File: src/rtl/fmov_rs.sv
// Reservation station for FPU sign-move ops (fmov/fneg/fabs/fnabs): wakes on CDB snoop and dispatches oldest-ready.
// Optional flush port and behaviour enabled by defining FMOV_RS_FLUSH_EN.
module fmov_rs #(
  parameter int N_ENTRY   = 4,
  parameter int N_CDB     = 2,
  parameter int ROB_WIDTH = 5,
  parameter int DATA_W    = 32
) (
  input  logic                          clk,
  input  logic                          reset,
  input  logic                          issue_valid,
  output logic                          issue_ready,
  input  logic [1:0]                    issue_op,
  input  logic [ROB_WIDTH-1:0]          issue_tag,
  input  logic                          opd_valid,
  input  logic [ROB_WIDTH-1:0]          opd_tag,
  input  logic [DATA_W-1:0]             opd_data,
  input  logic [N_CDB-1:0]              cdb_valid,
  input  logic [N_CDB*ROB_WIDTH-1:0]    cdb_tag,
  input  logic [N_CDB*DATA_W-1:0]       cdb_data,
  output logic                          req_valid,
  input  logic                          req_ready,
  output logic [ROB_WIDTH-1:0]          req_tag,
  output logic [DATA_W-1:0]             result,
  output logic [$clog2(N_ENTRY+1)-1:0]  occupancy
`ifdef FMOV_RS_FLUSH_EN
  ,
  input  logic                          flush
`endif
);

  localparam int SEL_W = $clog2(N_ENTRY + 1);
  localparam int OCC_W = $clog2(N_ENTRY + 1);

  typedef struct packed {
    logic                 rdy;
    logic [1:0]           op;
    logic [ROB_WIDTH-1:0] tag;
    logic [ROB_WIDTH-1:0] src;
    logic [DATA_W-1:0]    data;
  } ent_t;

  logic flush_w;
`ifdef FMOV_RS_FLUSH_EN
  assign flush_w = flush;
`else
  assign flush_w = 1'b0;
`endif

  function automatic logic [DATA_W-1:0] sign_rule(input logic [1:0] op, input logic [DATA_W-1:0] d);
    logic [DATA_W-1:0] r;
    r = d;
    case (op)
      2'b01:   r[DATA_W-1] = ~d[DATA_W-1];
      2'b10:   r[DATA_W-1] = 1'b0;
      2'b11:   r[DATA_W-1] = 1'b1;
      default: r[DATA_W-1] = d[DATA_W-1];
    endcase
    return r;
  endfunction

  // Descending scan so the lowest-numbered matching bus is the one that sticks.
  function automatic ent_t wake(input ent_t e, input logic [N_CDB-1:0] cv,
                                input logic [N_CDB*ROB_WIDTH-1:0] ct,
                                input logic [N_CDB*DATA_W-1:0] cd);
    ent_t r;
    r = e;
    if (!e.rdy) begin
      for (int c = N_CDB - 1; c >= 0; c--) begin
        if (cv[c] && ct[c*ROB_WIDTH +: ROB_WIDTH] == e.src) begin
          r.rdy  = 1'b1;
          r.data = sign_rule(e.op, cd[c*DATA_W +: DATA_W]);
        end
      end
    end
    return r;
  endfunction

  ent_t                 ent_p0 [N_ENTRY];
  logic [N_ENTRY-1:0]   vld_p0;
  logic [DATA_W-1:0]    result_p1;

  ent_t                 upd [N_ENTRY];
  ent_t                 in_ent;
  ent_t                 ext [N_ENTRY+1];
  logic [N_ENTRY:0]     ext_vld;
  ent_t                 nxt [N_ENTRY];
  logic [N_ENTRY-1:0]   nxt_vld;
  logic [OCC_W-1:0]     occ_n;
  logic                 found;
  logic [SEL_W-1:0]     sel;
  logic [ROB_WIDTH-1:0] sel_tag;
  logic [DATA_W-1:0]    sel_data;
  logic                 dispatch;
  logic                 bypass;
  logic                 in_acc;
  logic                 placed;

  // Stage p0: wakeup and oldest-ready selection over stored entries then the incoming issue
  always_comb begin
    for (int i = 0; i < N_ENTRY; i++) upd[i] = wake(ent_p0[i], cdb_valid, cdb_tag, cdb_data);
    in_ent.rdy  = opd_valid;
    in_ent.op   = issue_op;
    in_ent.tag  = issue_tag;
    in_ent.src  = opd_tag;
    in_ent.data = sign_rule(issue_op, opd_data);
    in_ent      = wake(in_ent, cdb_valid, cdb_tag, cdb_data);

    found    = 1'b0;
    sel      = '0;
    sel_tag  = '0;
    sel_data = '0;
    for (int i = 0; i < N_ENTRY; i++) begin
      if (!found && vld_p0[i] && upd[i].rdy) begin
        found    = 1'b1;
        sel      = SEL_W'(i);
        sel_tag  = upd[i].tag;
        sel_data = upd[i].data;
      end
    end
    if (!found && issue_valid && in_ent.rdy) begin
      found    = 1'b1;
      sel      = SEL_W'(N_ENTRY);
      sel_tag  = in_ent.tag;
      sel_data = in_ent.data;
    end
  end

  assign req_valid   = found && !flush_w;
  assign req_tag     = sel_tag;
  assign dispatch    = req_valid && req_ready;
  assign bypass      = dispatch && (sel == SEL_W'(N_ENTRY));
  assign issue_ready = !flush_w && (dispatch || !vld_p0[N_ENTRY-1]);
  assign in_acc      = issue_valid && issue_ready && !bypass;
  assign result      = result_p1;

  // Accepted issue lands in the first free slot (slot N_ENTRY when full), then the removal shift closes the gap.
  always_comb begin
    placed = 1'b0;
    for (int k = 0; k < N_ENTRY; k++) begin
      ext[k]     = upd[k];
      ext_vld[k] = vld_p0[k];
      if (!vld_p0[k] && !placed) begin
        ext[k]     = in_ent;
        ext_vld[k] = in_acc;
        placed     = 1'b1;
      end
    end
    ext[N_ENTRY]     = in_ent;
    ext_vld[N_ENTRY] = in_acc && !placed;

    occ_n = '0;
    for (int k = 0; k < N_ENTRY; k++) begin
      if (dispatch && !bypass && int'(sel) <= k) begin
        nxt[k]     = ext[k+1];
        nxt_vld[k] = ext_vld[k+1];
      end else begin
        nxt[k]     = ext[k];
        nxt_vld[k] = ext_vld[k];
      end
      if (flush_w) nxt_vld[k] = 1'b0;
      occ_n = occ_n + OCC_W'(nxt_vld[k]);
    end
  end

  // Stage p1: entry state, occupancy and dispatched result
  always_ff @(posedge clk or posedge reset) begin
    if (reset) begin
      vld_p0    <= '0;
      occupancy <= '0;
      result_p1 <= '0;
    end else begin
      vld_p0    <= nxt_vld;
      occupancy <= occ_n;
      if (dispatch) result_p1 <= sel_data;
    end
  end

  always_ff @(posedge clk) begin
    for (int k = 0; k < N_ENTRY; k++) ent_p0[k] <= nxt[k];
  end

endmodule

File: config.mk
export PLATFORM = sky130hd
export DESIGN_NAME = fmov_rs
export DESIGN_NICKNAME = d
export VERILOG_FILES = /design/src/rtl/fmov_rs.sv
export SDC_FILE = /design/constraint.sdc
export NUM_CORES = 1
export LEC_CHECK = 0
export BUFFER_PORTS_ARGS = -buffer_cell sky130_fd_sc_hd__buf_2
export CORE_MARGIN = 2
export CORE_UTILIZATION = 43
export CTS_CLUSTER_SIZE = 12
export DETAILED_ROUTE_END_ITERATION = 8
export PLACE_DENSITY = 0.69
export SYNTH_ARGS = -nofsm -noshare
export SYNTH_HDL_FRONTEND = slang
export SYNTH_SLANG_ARGS = --single-unit
File: constraint.sdc
create_clock -name clk -period 4.5 [get_ports clk]
set_input_delay 0.675 -clock clk [delete_from_list [all_inputs] [get_ports clk]]
set_output_delay 0.675 -clock clk [all_outputs]
set_load 0.05 [all_outputs]
# --- After elaboration in Yosys (flattened, before gate mapping) ---
# Memories as Yosys holds them, arrays and structs flattened.
# Index checks and enable logic that the tools add are counted.
classes:
  addsub: 3
  n_lt_le_gt_ge: 4
  bitwise_logic: 3
  muxes: 80
  n_reduce_logical: 44
  n_eq_ne: 26
op_table:
  columns: ["op", "n"]
  rows:
  - ["2-to-1 mux 32 bit", 20]
  - ["2-to-1 mux 45 bit", 8]
  - ["== test 5 bit", 10]
  - ["2-to-1 mux 1 bit", 33]
  - ["case mux 1 bit (3 select lines)", 11]
  - ["logical AND 1 bit", 32]
  - ["2-to-1 mux 5 bit", 5]
  - ["== test 2 bit (second input constant)", 10]
  - ["zero test 1 bit", 11]
  - ["== test 2 x 1 -> 1 bit (second input constant)", 5]
  - ["2-to-1 mux 3 bit", 3]
  - ["<= comparator 3 x 1 -> 1 bit (second input constant)", 2]
  - ["<= comparator 3 x 2 -> 1 bit (second input constant)", 2]
  - ["adder 2 x 1 -> 3 bit", 1]
  - ["adder 3 x 1 -> 3 bit", 1]
  - ["== test 3 bit (second input constant)", 1]
  - ["NOT 1 bit", 3]
  - ["adder 1 x 1 -> 2 bit", 1]
  - ["logical OR 1 bit", 1]
totals:
  regBits: 39
  mem_count: 1
  word_cells: 164
  mem_bits_rw: 180
memory_table:
  columns: ["name", "depth", "word_bits", "read_ports", "rd_ports_with_merged_regs", "write_ports", "line", "rtl"]
  rows:
  - ["ent_p0", 4, 45, 4, 0, 4, "79", "ent_t ent_p0 [N_ENTRY];"]

# --- Depth between registers and ports, before layout ---
# An unclocked memory read counts as a cell.
depth:
  ltp_word: 33
  ltp_mapped: 13

# --- Least setup slack after synthesis ---
# OpenSTA, ideal clock, no wires.
synth_timing:
  path_kind: "input-to-output"
  from: "in cdb_tag[7]"
  to: "out req_tag[1]"
  cell_stages: 12
  arrival_ps: 3189
  required_time_ps: 3825
  setup_slack_ps: 636
  cell_sequence: "buf_2 > xor2_1 > nor4_1 > and2_4 > o31a_1 > clkbuf_1 > buf_2 > nor3_1 > clkbuf_1 > a221oi_1 > nor2_1 > a221o_1"
synth_via:
  elab_chain_len: 23
  elab_cells_between_ends: 47
  classes_between: "5 x eq/ne; 24 x mux; 18 x reduce/logical"
synth_rtl:
  columns: ["element", "line", "rtl"]
  rows:
  - ["from (decl)", "19", "input logic [N_CDB*ROB_WIDTH-1:0] cdb_tag,"]
  - ["== test 5 bit", "70", "if (cv[c] && ct[c*ROB_WIDTH +: ROB_WIDTH] == e.src) begin"]
  - ["logical AND 1 bit", "70", null]
  - ["2-to-1 mux 1 bit (2 in series)", "70", null]
  - ["2-to-1 mux 1 bit", "68", "if (!e.rdy) begin"]
  - ["logical AND 1 bit", "114", "if (!found && vld_p0[i] && upd[i].rdy) begin"]
  - ["2-to-1 mux 1 bit", "114", null]
  - ["zero test 1 bit", "114", null]
  - ["logical AND 1 bit (2 in series)", "114", null]
  - ["[2 not listed]", null, null]
  - ["logical AND 1 bit (2 in series)", "114", null]
  - ["2-to-1 mux 1 bit", "114", null]
  - ["zero test 1 bit", "114", null]
  - ["logical AND 1 bit (2 in series)", "114", null]
  - ["2-to-1 mux 1 bit", "114", null]
  - ["zero test 1 bit", "121", "if (!found && issue_valid && in_ent.rdy) begin"]
  - ["logical AND 1 bit (2 in series)", "121", null]
  - ["2-to-1 mux 5 bit *", "121", null]
  - ["to (decl)", "23", "output logic [ROB_WIDTH-1:0] req_tag,"]
# Every way passes the cells marked *; elsewhere a longest branch is shown, timed or not.

==> run summary <==
- total power draw: 13.0 mW
- count of buffer and inverter cells on the critical path: 2
- Post-Syn Nets: 1,634
- count of mapped cells out of synthesis: 1,506
- share of Yosys cell area claimed by the top area cell type: 25.7%
- CP max stage cell: sky130_fd_sc_hd__or4_4
- via density per instance: 7.10
- final worst clock skew: 0.0114 ns
- netlist area before placement: 0.0131 mm^2
- final wirelength: 54,900 um
- via count of the first global-routing pass: 14,000
- Final min period: 4.10 ns
- Worst Max-Slew Pin Slew: 1.15 ns
- Relative slew margins: 23.4%
- arrival time at the worst endpoint: 3.43 ns
- Main synth FF type: sky130_fd_sc_hd__dfxtp_1
- number of buffers added by the clock tree synthesis step: 26
- net total in the final layout: 1,735
- final setup violation count: 0
- Max Buffers Root-to-Sink: 3
- ratio of cells with drive above 1 in the final layout: 19.9%
- delay contributed by the slowest stage of the critical path: 0.65 ns
- number of placement rows: 63
- # resized after CTS: 0
- grt total ovfl: 0
- full die area: 0.0319 mm^2
- endpoint required time on the critical path: 3.83 ns
- distinct cell type count of the synthesized netlist: 62
- maximum operating frequency: 244 MHz
- count of flip-flops with a built-in enable after synthesis: 12
- most common library cells after synthesis: sky130_fd_sc_hd__o22a_1, sky130_fd_sc_hd__o22ai_1, sky130_fd_sc_hd__dfxtp_1, sky130_fd_sc_hd__nand2_1, sky130_fd_sc_hd__clkbuf_1
- cell area power density: 853 mW/mm^2
- worst supply voltage drop on vdd: 0.559 mV
- clock tree root driver cell: sky130_fd_sc_hd__clkbuf_16
- final number of max-transition violations: 0
- Chip Width: 179 um
- wire length per cell after detailed routing: 27.2 um
- proportion of register bits with asynchronous set or reset after synthesis: 17.8%
- depth of the CTS H-tree: 1
- insertion delay to the later sink of the worst-skew pair: 0.54 ns
- number of antenna cells inserted: 0
- number of nets with antenna violations after routing: 0
- final worst-path cycle share: 91.1%
- buffers added on ports: 166
- vias after detailed routing: 14,300
- total number of clock tree sinks: 219
- setup repair bufs after CTS: 0
- critical path launch point type: register
- post-detailed-placement half-perimeter wirelength: 33,800 um
- initial antenna violation count: 1
- critical path, cell by cell: xnor2_1 > and4_4 > and2_1 > o31a_2 > or4_4 > nor2_1 > buf_4 > a221o_1 > buf_2
- overall track demand over capacity in global routing: 33.5%
- part of the Yosys area used for sequential elements: 35.9%
- leakage power of the design: 6.00 nW
- Final Hold Vio Count: 0
- global-route wire length before repair: 82,400 um
- CTS tree: yes
- initial core utilization: 44.0%
- leading post-synthesis cells by cell area: sky130_fd_sc_hd__dfxtp_1, sky130_fd_sc_hd__o22a_1, sky130_fd_sc_hd__o22ai_1
- die height: 179 um
- number of top-level pins: 167
- first-pass detailed-route iteration total: 8
- Min-Delay Path Class: input port to register
- gpl congestion: 0.923
- Synth Area per Inst: 8.70 um^2
- Starting DRT DRC Count: 1,906
- number of synthesized register bits: 219
- cell taking the most area after synthesis: sky130_fd_sc_hd__dfxtp_1
- # DRC: 0
- worst setup path category: register to primary output
- register clock-pin slew on the reported worst setup and hold paths: 0.06 ns
- Final Core Density: 51.3%
- Max FO, Critical Path: 13
- cell type group with the largest total delay on the critical path: simple AND/OR/NAND/NOR gates
- setup repair after global routing missed its margin: no
- largest net degree at the start of global routing: 40
- hold_buf cts: 0
- total negative setup slack: 0 ns
- number of max-cap violations: 0
- relative area change from synthesis to final layout: 16.6%
- placeable core region: 0.0298 mm^2
- most frequently used cell type in the post-synthesis netlist: sky130_fd_sc_hd__o22a_1
- category of the worst setup path capture point: primary output
- total number of yosys warnings: 0
- result of the run: finished, final reports clean
## cell usage in the layout, fill, tap and decap left out, drive strengths merged, types with 34 or more instances in the layout
cell	count
nand2	159
nor2	75
o22a	188
o22ai	180
dfrtp	39
a21oi	74
mux2i	54
o21ai	42
clkbuf	34
buf	236
o221ai	64
dfxtp	168
## cell families after synthesis
group / Yosys count / synth area share, %
buffers and inverters: 185 / 5.79
DFF: 219 / 35.9
adders and majority gates: 3 / 0.344
xor gates and xnor gates: 52 / 3.47
AOI/OAI and AO/OA: 686 / 39.2
muxes: 73 / 5.76
and+or+nand+nor: 288 / 9.57
## worst reg2reg max path: stages (launching register included)
cell and delay, ns:
sky130_fd_sc_hd__edfxtp_1 0.42, sky130_fd_sc_hd__xnor2_1 0.15, sky130_fd_sc_hd__and4_4 0.19, sky130_fd_sc_hd__and2_1 0.23, sky130_fd_sc_hd__o31a_2 0.50, sky130_fd_sc_hd__buf_4 0.27
sky130_fd_sc_hd__o211ai_1 0.36, sky130_fd_sc_hd__o21ai_0 0.15, sky130_fd_sc_hd__a2bb2oi_1 0.29, sky130_fd_sc_hd__fa_1 0.46, sky130_fd_sc_hd__ha_1 0.20, sky130_fd_sc_hd__ha_1 0.29
## registers in the layout (all words and copies together) (netlist names)
signal,flops
result,32
vld_p0,4
occupancy,3
ent_p0,180
## layer usage
metal	routed length, um	track usage, %	vias to the layer above
met5	0	0	-
met4	2970	17.2	0
met3	6770	8.10	237
met2	23900	51.9	1125
met1	21300	43.3	6853
li1	-	-	6114
## area by class of cell
class                   count  area (um^2)
flip-flops and latches    219         4700
fillers                  2824        14500
repair buffers            236         1380
clock buffers              34          743
well taps                 390          488
clock inverters            14          145
inverters                  22         82.6
multi-input cells        1102         7750
## through the flow
step	std cells	hold slack [ns]	setup WS [ns]	area (um^2)
6_report	2017	0.394	0.400	15300
5_1_grt	2017	0.422	0.304	15300
4_1_cts	2017	0.385	0.424	15300
3_5_place_dp	1969	0.449	0.516	14400
3_3_place_gp	1969	0.442	0.598	14400
2_1_floorplan	1506	0.431	0.636	13100
## report_power, final
part	switching (mW)	internal, mW
clock network	0.873	1.33
logic	4.78	2.61
registers	0.477	2.97
total	6.12	6.91
## path summary, 6_finish.rpt
kind                                     from            end  slack, ns  cells after the start
worst max register to register  ent_p0[0][34]   occupancy[1]       0.86                     11
max in group asynchronous               reset     result[15]       3.40                      2
worst max-delay path            ent_p0[0][34]     req_tag[0]       0.40                      9
worst min register to register  ent_p0[3][38]  ent_p0[3][38]       0.45                      2
worst min-delay path             issue_tag[4]  ent_p0[3][41]       0.39                      3
min in group asynchronous               reset     result[23]       0.41                      2
Power figures use the tool's default switching activity.
